File: config.mk
export PLATFORM = sky130hd
export DESIGN_NAME = instr_mem_loader
export DESIGN_NICKNAME = d
export VERILOG_FILES = /design/src/rtl/imem_pkg.sv /design/src/rtl/byte_packer.sv /design/src/rtl/instr_mem_loader.sv
export SDC_FILE = /design/constraint.sdc
export NUM_CORES = 1
export LEC_CHECK = 0
export ABC_CLOCK_PERIOD_IN_PS = 6600
export CORE_MARGIN = 8
export CORE_UTILIZATION = 35
export CTS_CLUSTER_SIZE = 14
export DETAILED_ROUTE_END_ITERATION = 8
export PLACE_DENSITY = 0.67
export SETUP_SLACK_MARGIN = 0.1
export SLEW_MARGIN = 20
export SYNTH_ARGS = -nofsm -noshare
export SYNTH_HDL_FRONTEND = slang
export SYNTH_SLANG_ARGS = --single-unit
File: constraint.sdc
create_clock -name clk -period 6.6 [get_ports clk]
set_input_delay 1.32 -clock clk [delete_from_list [all_inputs] [get_ports clk]]
set_output_delay 1.32 -clock clk [all_outputs]
set_load 0.02 [all_outputs]
File: src/rtl/imem_pkg.sv
`default_nettype none
// ============================================================================
// Module      : imem_pkg
// Description : Shared definitions for the instruction-memory loader.
//               Holds the memory geometry, the instruction width and the
//               loader state encoding.
// Revision    : 1.0 - initial release
// ============================================================================
package imem_pkg;

    localparam int IMEM_DEPTH  = 101;  // instruction memory depth in words
    localparam int IMEM_ADDR_W = 7;    // word-index width, 2^7 >= 101
    localparam int INSTR_W     = 32;   // instruction word width

    // Loader FSM states; explicit 3-bit encoding.
    typedef enum logic [2:0] {
        S_IDLE = 3'd0,
        S_HDR  = 3'd1,
        S_BODY = 3'd2,
        S_WR   = 3'd3,
        S_CHK  = 3'd4,
        S_DONE = 3'd5,
        S_ERR  = 3'd6
    } loader_state_t;

endpackage : imem_pkg
`default_nettype wire

File: src/rtl/byte_packer.sv
`default_nettype none
// ============================================================================
// Module      : byte_packer
// Description : Assembles big-endian 32-bit words from a byte stream.
//               The first byte of a group of four lands in bits [31:24].
// Ports       : clk       - clock
//               rst       - synchronous active-high reset
//               clear     - restart the byte group (entry to header phase)
//               load      - a byte is accepted this cycle
//               in_byte   - byte to shift in
//               word      - shift register contents (registered)
//               word_full - high in the cycle the 4th byte of a group is
//                           accepted (combinational, feeds next-state only)
// Revision    : 1.0 - initial release
// ============================================================================
module byte_packer
    import imem_pkg::*;
(
    input  logic               clk,
    input  logic               rst,
    input  logic               clear,
    input  logic               load,
    input  logic [7:0]         in_byte,
    output logic [INSTR_W-1:0] word,
    output logic               word_full
);

    logic [1:0]         r_cnt;
    logic [INSTR_W-1:0] r_word;

    always_ff @(posedge clk) begin
        if (rst || clear) begin
            r_cnt  <= 2'd0;
            r_word <= '0;
        end else if (load) begin
            // The 2-bit counter wraps naturally after the 4th byte.
            r_cnt  <= r_cnt + 2'd1;
            r_word <= {r_word[INSTR_W-9:0], in_byte};
        end
    end

    assign word      = r_word;
    assign word_full = load && (r_cnt == 2'd3);

endmodule : byte_packer
`default_nettype wire

File: src/rtl/instr_mem_loader.sv
`default_nettype none
// ============================================================================
// Module      : instr_mem_loader
// Description : Receives a program image as a byte stream (valid/ready),
//               assembles big-endian 32-bit words and writes them to
//               instruction memory at word indices 0..N-1. The processor is
//               held in reset (cpu_hold) until a load completes.
//               Frame: length word N, N instruction words, and - when the
//               LOADER_CHECKSUM_EN macro is defined - a trailing checksum
//               word equal to the mod-2^32 sum of the N words.
// Ports       : clk, rst          - clock, synchronous active-high reset
//               start             - begins a load from IDLE/DONE/ERR
//               in_valid/in_byte  - byte stream input
//               in_ready          - byte accepted when in_valid && in_ready
//               we/waddr/wdata    - instruction memory write port
//               cpu_hold          - processor reset request
//               done/error        - load outcome levels
//               words_loaded      - words written in the current load
// Config      : LOADER_CHECKSUM_EN - enables checksum phase and sum logic
// Revision    : 1.0 - initial release
// ============================================================================
module instr_mem_loader
    import imem_pkg::*;
#(
    parameter int DEPTH  = IMEM_DEPTH,
    parameter int ADDR_W = IMEM_ADDR_W
) (
    input  logic               clk,
    input  logic               rst,
    input  logic               start,
    input  logic               in_valid,
    input  logic [7:0]         in_byte,
    output logic               in_ready,
    output logic               we,
    output logic [ADDR_W-1:0]  waddr,
    output logic [INSTR_W-1:0] wdata,
    output logic               cpu_hold,
    output logic               done,
    output logic               error,
    output logic [ADDR_W:0]    words_loaded
);

    loader_state_t r_state;
    loader_state_t w_state_nxt;

    logic [ADDR_W:0]    r_words;
    logic [ADDR_W:0]    r_len;
    logic [ADDR_W:0]    w_words_inc;
    logic               w_start_ok;
    logic               w_accept;
    logic [INSTR_W-1:0] w_word;
    logic               w_word_full;
    logic [INSTR_W-1:0] w_full_word;

`ifdef LOADER_CHECKSUM_EN
    logic [INSTR_W-1:0] r_sum;
`endif

    // start only has effect where a new load may begin.
    assign w_start_ok  = start && ((r_state == S_IDLE) ||
                                   (r_state == S_DONE) ||
                                   (r_state == S_ERR));
    assign w_accept    = in_valid && in_ready;
    assign w_words_inc = r_words + (ADDR_W+1)'(1);

    // Value of the word being completed on this edge: the three bytes
    // already in the packer plus the byte currently on the bus.
    assign w_full_word = {w_word[INSTR_W-9:0], in_byte};

    byte_packer u_packer (
        .clk       (clk),
        .rst       (rst),
        .clear     (w_start_ok),
        .load      (w_accept),
        .in_byte   (in_byte),
        .word      (w_word),
        .word_full (w_word_full)
    );

    // ------------------------------------------------------------------
    // State register
    // ------------------------------------------------------------------
    always_ff @(posedge clk) begin
        if (rst) begin
            r_state <= S_IDLE;
        end else begin
            r_state <= w_state_nxt;
        end
    end

    // ------------------------------------------------------------------
    // Next-state and output decode (outputs depend on r_state only)
    // ------------------------------------------------------------------
    always_comb begin
        w_state_nxt = r_state;
        in_ready    = 1'b0;
        we          = 1'b0;
        waddr       = '0;
        wdata       = '0;
        cpu_hold    = 1'b1;
        done        = 1'b0;
        error       = 1'b0;

        case (r_state)
            S_IDLE: begin
                if (w_start_ok) w_state_nxt = S_HDR;
            end

            S_HDR: begin
                in_ready = 1'b1;
                if (w_word_full) begin
                    // Full 32-bit unsigned compare so huge lengths are rejected.
                    if (w_full_word > INSTR_W'(DEPTH)) begin
                        w_state_nxt = S_ERR;
                    end else if (w_full_word == '0) begin
`ifdef LOADER_CHECKSUM_EN
                        w_state_nxt = S_CHK;
`else
                        w_state_nxt = S_DONE;
`endif
                    end else begin
                        w_state_nxt = S_BODY;
                    end
                end
            end

            S_BODY: begin
                in_ready = 1'b1;
                if (w_word_full) w_state_nxt = S_WR;
            end

            S_WR: begin
                we    = 1'b1;
                waddr = r_words[ADDR_W-1:0];
                wdata = w_word;
                if (w_words_inc < r_len) begin
                    w_state_nxt = S_BODY;
                end else begin
`ifdef LOADER_CHECKSUM_EN
                    w_state_nxt = S_CHK;
`else
                    w_state_nxt = S_DONE;
`endif
                end
            end

`ifdef LOADER_CHECKSUM_EN
            S_CHK: begin
                in_ready = 1'b1;
                if (w_word_full) begin
                    w_state_nxt = (w_full_word == r_sum) ? S_DONE : S_ERR;
                end
            end
`endif

            S_DONE: begin
                done     = 1'b1;
                cpu_hold = 1'b0;
                if (w_start_ok) w_state_nxt = S_HDR;
            end

            S_ERR: begin
                error = 1'b1;
                if (w_start_ok) w_state_nxt = S_HDR;
            end

            default: w_state_nxt = S_IDLE;
        endcase
    end

    // ------------------------------------------------------------------
    // Datapath: length, word count and running sum
    // ------------------------------------------------------------------
    always_ff @(posedge clk) begin
        if (rst || w_start_ok) begin
            r_words <= '0;
            r_len   <= '0;
        end else begin
            // Only a length that passed the range check is kept, so it
            // always fits in ADDR_W+1 bits.
            if ((r_state == S_HDR) && w_word_full &&
                (w_full_word <= INSTR_W'(DEPTH))) begin
                r_len <= w_full_word[ADDR_W:0];
            end
            if (r_state == S_WR) begin
                r_words <= w_words_inc;
            end
        end
    end

`ifdef LOADER_CHECKSUM_EN
    always_ff @(posedge clk) begin
        if (rst || w_start_ok) begin
            r_sum <= '0;
        end else if (r_state == S_WR) begin
            r_sum <= r_sum + w_word;
        end
    end
`endif

    assign words_loaded = r_words;

endmodule : instr_mem_loader
`default_nettype wire

==> results of run 1 <==
[sequential cells by signal (all words and copies together), names as in the netlist]
| register | count |
|---|---|
| words_loaded | 8 |
| r_len | 8 |
| u_packer.word | 32 |
| u_packer.r_cnt | 2 |
| r_state | 3 |
[critical path, stage by stage, from the launching register on]
cell,delay [ps]
dfxtp_1,500
inv_1,150
nor3b_2,170
buf_4,400
and2_2,210
clkdlybuf4s50_1,590
[final cells by class]
| class | instances | area share (%) |
|---|---|---|
| Sequential cell | 53 | 30.0 |
| Tap cell | 102 | 3.61 |
| Clock inverter | 2 | 1.10 |
| Multi-Input combinational cell | 258 | 43.8 |
| Timing Repair Buffer | 65 | 18.3 |
| Inverter | 11 | 1.17 |
| Clock buffer | 6 | 2.05 |
[per-stage QoR]
step                hold slack [ps]  utilization (%)  total power [µW]  area (µm²)
finish                          455             46.2               893        3530
global route                    487             46.2               951        3530
CTS                             456             46.2               897        3530
detailed placement              445             44.7               674        3420
global placement                439             44.7               668        3420
floorplan                       430                -               603        2730
[report_power, final]
part           total (µW)  switching (µW)  internal (µW)
clock network         224             110            114
logic                 290             191           99.1
registers             379            39.8            339
[per-layer routing]
layer	share of wire, %	track usage [%]	wire length (µm)	vias to the layer above
li1	-	-	-	1238
met1	49	16.2	3280	1108
met2	46	19.7	3090	50
met3	4.2	2.97	281	4
met4	1.2	4.45	84	0
met5	0	0	0	-
[cells by family (layout without fill, tap and decap cells)]
family	Yosys count	count (layout)
AOI/OAI and AO/OA	55	55
xor gates and xnor gates	17	17
adders and majority gates	9	9
buffers and inverters	32	84
DFF	53	53
muxes	8	8
and+or+nand+nor	169	169
[cell usage after synthesis]
| cell | number | share of area (%) |
|---|---|---|
| nand2_1 | 77 | 11 |
| dfxtp_1 | 53 | 39 |
| a21oi_1 | 39 | 7.1 |
| and2_1 | 39 | 8.9 |
| nor2_1 | 14 | 1.9 |
| clkbuf_1 | 12 | 1.6 |
| inv_1 | 11 | 1.5 |
| xor2_1 | 11 | 3.5 |
| ha_1 | 9 | 4.1 |
| mux2i_1 | 8 | 2.9 |
| nor2_2 | 7 | 1.6 |
| buf_2 | 6 | 1.1 |
| xnor2_1 | 6 | 1.9 |
| nor3_1 | 5 | 0.92 |
| nand3_1 | 4 | 0.73 |
| nor4_1 | 4 | 0.92 |
| o21ai_0 | 4 | 0.73 |
| and3_1 | 3 | 0.69 |
| nor3b_1 | 3 | 0.82 |
| a211oi_1 | 2 | 0.55 |
| buf_6 | 2 | 0.82 |
| nand4_1 | 2 | 0.46 |
| nor4_2 | 2 | 0.92 |
| nor4_4 | 2 | 1.6 |
| a2111oi_0 | 1 | 0.32 |
| a31o_2 | 1 | 0.32 |
| a31oi_1 | 1 | 0.23 |
| a32o_1 | 1 | 0.37 |
| a32oi_1 | 1 | 0.32 |
| and2_2 | 1 | 0.27 |
| and4_1 | 1 | 0.32 |
| buf_1 | 1 | 0.14 |
| nand3b_1 | 1 | 0.27 |
| nand4_2 | 1 | 0.46 |
| nor2b_1 | 1 | 0.23 |
| o21a_1 | 1 | 0.27 |
| o21ai_1 | 1 | 0.18 |
| o21bai_1 | 1 | 0.27 |
| o22ai_1 | 1 | 0.23 |
| o311ai_0 | 1 | 0.32 |
| or3_2 | 1 | 0.27 |
| or4_1 | 1 | 0.27 |
[worst max-delay path by stage]
stage / endpoint / from / depth (start not counted) / slack, ps
2_1_floorplan: waddr[0] / r_state[1] / 5 / 3740
3_3_place_gp: r_len[1] / in_byte[2] / 6 / 3270
3_5_place_dp: wdata[12] / r_state[1] / 5 / 3240
4_1_cts: wdata[12] / r_state[1] / 5 / 2890
5_1_grt: wdata[27] / r_state[1] / 5 / 2740
6_report: wdata[2] / r_state[1] / 5 / 2930
==> impl_metrics.env, run 1 <==
export IMPL_postCtsSetupBuffers=0
export IMPL_die_w_um=104
export IMPL_syn_num_nets=364
export IMPL_yosysSeqAreaShare_pct=38.8
export IMPL_timing_final_crit_share_pct=55.6
export IMPL_peakVddDrop_uv=123
export IMPL_muxShareOfSynthArea_pct=2.93
export IMPL_grt_max_degree=51
export IMPL_slew_headroom_pct=55.9
export IMPL_areaGrowthSynthToFinish_pct=29.4
export IMPL_cp_start_kind="register"
export IMPL_path_clk_slew_ps=90
export IMPL_ys_seq_elements=53
export IMPL_synth_xor_area_share_pct=5.45
export IMPL_r2r_start="words_loaded[0]"
export IMPL_drv_slew=0
export IMPL_grt_usage_pct=12.5
export IMPL_ctsHoldBuffers=0
export IMPL_min_period_ps=3670
export IMPL_most_common_layout_cells="nand2_1, clkdlybuf4s50_1, dfxtp_1"
export IMPL_r2r_end="r_state[1]"
export IMPL_rows=32
export IMPL_final_common_cell="nand2_1"
export IMPL_nFillCells=762
export IMPL_seqCellArea_um2=1060
export IMPL_place_port_buffers=63
export IMPL_postSynthAreaPerCell_um2=7.96
export IMPL_cp_arrival_ps=2350
export IMPL_dp_hpwl_mm=4.79
export IMPL_routed_via_density=4.83
export IMPL_insertion_delay_ps=300
export IMPL_syn_cell_area_um2=2730
export IMPL_totalWireLength_mm=6.74
export IMPL_synth_fa_ha_area_share_pct=4.12
export IMPL_dp_cells=489
export IMPL_grt_pass1_vias=2342
export IMPL_ant_nets=0
export IMPL_worstRegToRegCells=10
export IMPL_drive_gt1_share_pct=7.09
export IMPL_io_pins=64
export IMPL_die_h_um=104
export IMPL_antenna_found_initial=0
export IMPL_skew_ps=8.76
export IMPL_finalWorstSetupSlack_ps=2930
export IMPL_rsz0062_at_grt="false"
export IMPL_maxCapViolCount=0
export IMPL_multiInputGateArea_um2=1550
export IMPL_cp_end_kind="output pin"
export IMPL_post_cts_resized=0
export IMPL_synth_warnings=0
export IMPL_post_route_drc_count=0
export IMPL_synthSimpleGateAreaFrac_pct=32.2
export IMPL_fin_setup_tns_ps=0
export IMPL_tightest_slew_ps=657
export IMPL_r2r_setup_slack_ps=4080
export IMPL_vias=2400
export IMPL_fmax_mhz=273
export IMPL_gp_congestion=0.776
export IMPL_clockBufferDepth=2
export IMPL_crit_type="register to output pin"
export IMPL_htree_num_levels=2
export IMPL_power_density_nw_per_um2=253
export IMPL_place_worst_setup_slack_ps=3240
export IMPL_critPathRequiredTime_ps=5280
export IMPL_power_leakage_uw=0.00120
export IMPL_synthCells=343
export IMPL_hold_viol=0
export IMPL_dr_pass1_iters=4
export IMPL_path_max_fanout=50
export IMPL_clock_sinks=53
export IMPL_clock_root_buffer="clkbuf_8"
export IMPL_die_area_um2=10900
export IMPL_cts_tree="yes"
export IMPL_antenna_cells=0
export IMPL_min_path_type="register to register"
export IMPL_finalNetCount=415
export IMPL_start_util_pct=35.7
export IMPL_synth_distinct_cells=42
export IMPL_synth_top_family_by_area="simple AND/OR/NAND/NOR gates"
export IMPL_cts_buffers=5
export IMPL_final_cells=497
export IMPL_grt_pass1_wl_mm=11.6
export IMPL_status="completed"
export IMPL_worstHoldStart="u_packer.word[31]"
export IMPL_whs_path_depth=2
export IMPL_grt_overflow=0
export IMPL_core_um2=7650
export IMPL_drt_iter0_drc=138
export IMPL_min_to="u_packer.word[31]"
export IMPL_drt_wirelength_per_cell_um=13.6
export IMPL_synth_compound_area_share_pct=11.3
export IMPL_setup_viol=0
(Power assumes the default switching activity.)
==> run 2: changes to the inputs <==
--- a/config.mk
+++ b/config.mk
@@ -5,7 +5,7 @@
 export SDC_FILE = /design/constraint.sdc
 export NUM_CORES = 1
 export LEC_CHECK = 0
-export ABC_CLOCK_PERIOD_IN_PS = 6600
+export ABC_CLOCK_PERIOD_IN_PS = 3410
 export CORE_MARGIN = 8
 export CORE_UTILIZATION = 35
 export CTS_CLUSTER_SIZE = 14
==> constraint.sdc (replaced) <==
create_clock -name clk -period 3.41 [get_ports clk]
set_input_delay 0.682 -clock clk [delete_from_list [all_inputs] [get_ports clk]]
set_output_delay 0.682 -clock clk [all_outputs]
set_load 0.02 [all_outputs]
==> run 2 against run 1 <==
Net effect: sequential power is 93% higher; critical path depth unchanged; clock skew fell by 2.6 ps; setup slack got worse by 2600 ps; power rose by 88%; clock-buffer cell count down 1; global-route usage is 0.40 points lower; register-to-register slack worse by 3200 ps; clock power is 68% higher; critical endpoint unchanged; highest routed layer unchanged.
==> impl_metrics.env, run 2 (synthesis gave the netlist of run 1 again) <==
export IMPL_rsz0062_at_grt="false"
export IMPL_grt_pass1_vias=2286
export IMPL_design_area_um2=3530
export IMPL_fin_setup_tns_ps=0
export IMPL_path_max_fanout=50
export IMPL_post_cts_resized=0
export IMPL_cp_end_kind="output pin"
export IMPL_slew_headroom_pct=55.4
export IMPL_finalNetCount=417
export IMPL_drive_gt1_share_pct=7.30
export IMPL_skew_ps=6.20
export IMPL_hold_viol=0
export IMPL_totalWireLength_mm=6.62
export IMPL_whs_path_depth=2
export IMPL_clock_sinks=53
export IMPL_grt_overflow=0
export IMPL_status="completed"
export IMPL_maxCapViolCount=0
export IMPL_antenna_cells=0
export IMPL_dp_hpwl_mm=4.81
export IMPL_ant_nets=0
export IMPL_antenna_found_initial=0
export IMPL_drt_iter0_drc=123
export IMPL_core_um2=7650
export IMPL_htree_num_levels=2
export IMPL_clockBufferDepth=2
export IMPL_drv_slew=0
export IMPL_place_port_buffers=63
export IMPL_grt_usage_pct=12.1
export IMPL_worstRegToRegCells=10
export IMPL_tightest_slew_ps=665
export IMPL_final_common_cell="nand2_1"
export IMPL_io_pins=64
export IMPL_path_clk_slew_ps=100
export IMPL_rows=32
export IMPL_gp_congestion=0.792
export IMPL_multiInputGateArea_um2=1540
export IMPL_final_cells=499
export IMPL_most_common_layout_cells="nand2_1, clkdlybuf4s50_1, dfxtp_1"
export IMPL_dr_pass1_iters=4
export IMPL_cts_tree="yes"
export IMPL_seqCellArea_um2=1060
export IMPL_vias=2388
export IMPL_crit_type="register to output pin"
export IMPL_finalWorstSetupSlack_ps=368
export IMPL_min_path_type="register to register"
export IMPL_postPlaceCellArea_um2=3430
export IMPL_largest_reg_flops=32
export IMPL_peakVddDrop_uv=189
export IMPL_place_worst_setup_slack_ps=697
export IMPL_cp_arrival_ps=2360
export IMPL_nFillCells=744
export IMPL_die_w_um=104
export IMPL_postCtsSetupBuffers=0
export IMPL_cts_buffers=5
export IMPL_die_h_um=104
export IMPL_power_leakage_uw=0.00120
export IMPL_areaGrowthSynthToFinish_pct=29.2
export IMPL_drt_wirelength_per_cell_um=13.3
export IMPL_post_route_drc_count=0
export IMPL_start_util_pct=35.7
export IMPL_die_area_um2=10900
export IMPL_power_density_nw_per_um2=475
export IMPL_min_period_ps=3040
export IMPL_setup_viol=0
export IMPL_timing_final_crit_share_pct=89.2
export IMPL_routed_via_density=4.79
export IMPL_grt_max_degree=51
export IMPL_grt_pass1_wl_mm=11.3
export IMPL_ctsHoldBuffers=0
export IMPL_fmax_mhz=329
export IMPL_power_total_uw=1680
export IMPL_critPathRequiredTime_ps=2730
export IMPL_cp_start_kind="register"
export IMPL_dp_cells=491
export IMPL_clock_root_buffer="clkbuf_8"
export IMPL_insertion_delay_ps=310
-- run 2: cell types whose count changed in the layout (fill, tap and decap cells not counted) --
cell / previous run / this run
clkinvlp_4: 0 / 2
inv_8: 0 / 1
clkinv_4: 1 / 0
and2_2: 2 / 1
clkbuf_1: 1 / 0
buf_4: 2 / 4
and2_1: 38 / 39
nand2_1: 76 / 77
nand2_2: 1 / 0
bufinv_16: 1 / 0
-- run 2: layer usage --
metal / global-route usage (%) / up-vias / wire (µm)
met5: 0 / - / 0
li1: - / 1238 / -
met2: 19.4 / 36 / 3040
met1: 15.6 / 1109 / 3220
met3: 3.28 / 5 / 282
met4: 3.10 / 0 / 70
-- run 2: layout make-up --
| class | instances | area share, % |
|---|---|---|
| Timing Repair Buffer | 67 | 18.7 |
| Inverter | 11 | 1.17 |
| Clock inverter | 3 | 0.744 |
| Sequential cell | 53 | 30.1 |
| Multi-Input combinational cell | 258 | 43.7 |
| Clock buffer | 5 | 1.95 |
| Tap cell | 102 | 3.62 |
-- run 2: stage by stage --
stage | hold slack (ps) | utilization (%)
3_5_place_dp | 444 | 44.9
2_1_floorplan | 430 | -
4_1_cts | 458 | 46.2
5_1_grt | 475 | 46.2
3_3_place_gp | 437 | 44.9
6_report | 455 | 46.2
-- run 2: worst max-delay path: stages (launching register included) --
cell and delay (ps):
dfxtp_1 510, inv_1 150, nor3b_2 170, buf_4 390
and2_2 230, clkdlybuf4s50_1 600
-- run 2: power by group --
| part | switching [µW] | internal, µW |
|---|---|---|
| Sequential | 74.8 | 656 |
| Combinational | 367 | 202 |
| Clock | 226 | 150 |
-- run 2: worst paths after layout --
path,from,end,slack (ps)
max,r_state[1],wdata[2],370
min,u_packer.word[31],u_packer.word[31],450
max reg2reg,words_loaded[0],r_state[1],870
min reg2reg,u_packer.word[31],u_packer.word[31],450
==> run 3: changes to the inputs <==
--- a/config.mk
+++ b/config.mk
@@ -12,7 +12,7 @@
 export DETAILED_ROUTE_END_ITERATION = 8
 export PLACE_DENSITY = 0.67
 export SETUP_SLACK_MARGIN = 0.1
-export SLEW_MARGIN = 20
 export SYNTH_ARGS = -nofsm -noshare
 export SYNTH_HDL_FRONTEND = slang
 export SYNTH_SLANG_ARGS = --single-unit
+export TNS_END_PERCENT = 100
==> results of run 3 <==
Same layout as run 2: the final DEF is identical, and so are final timing and power.
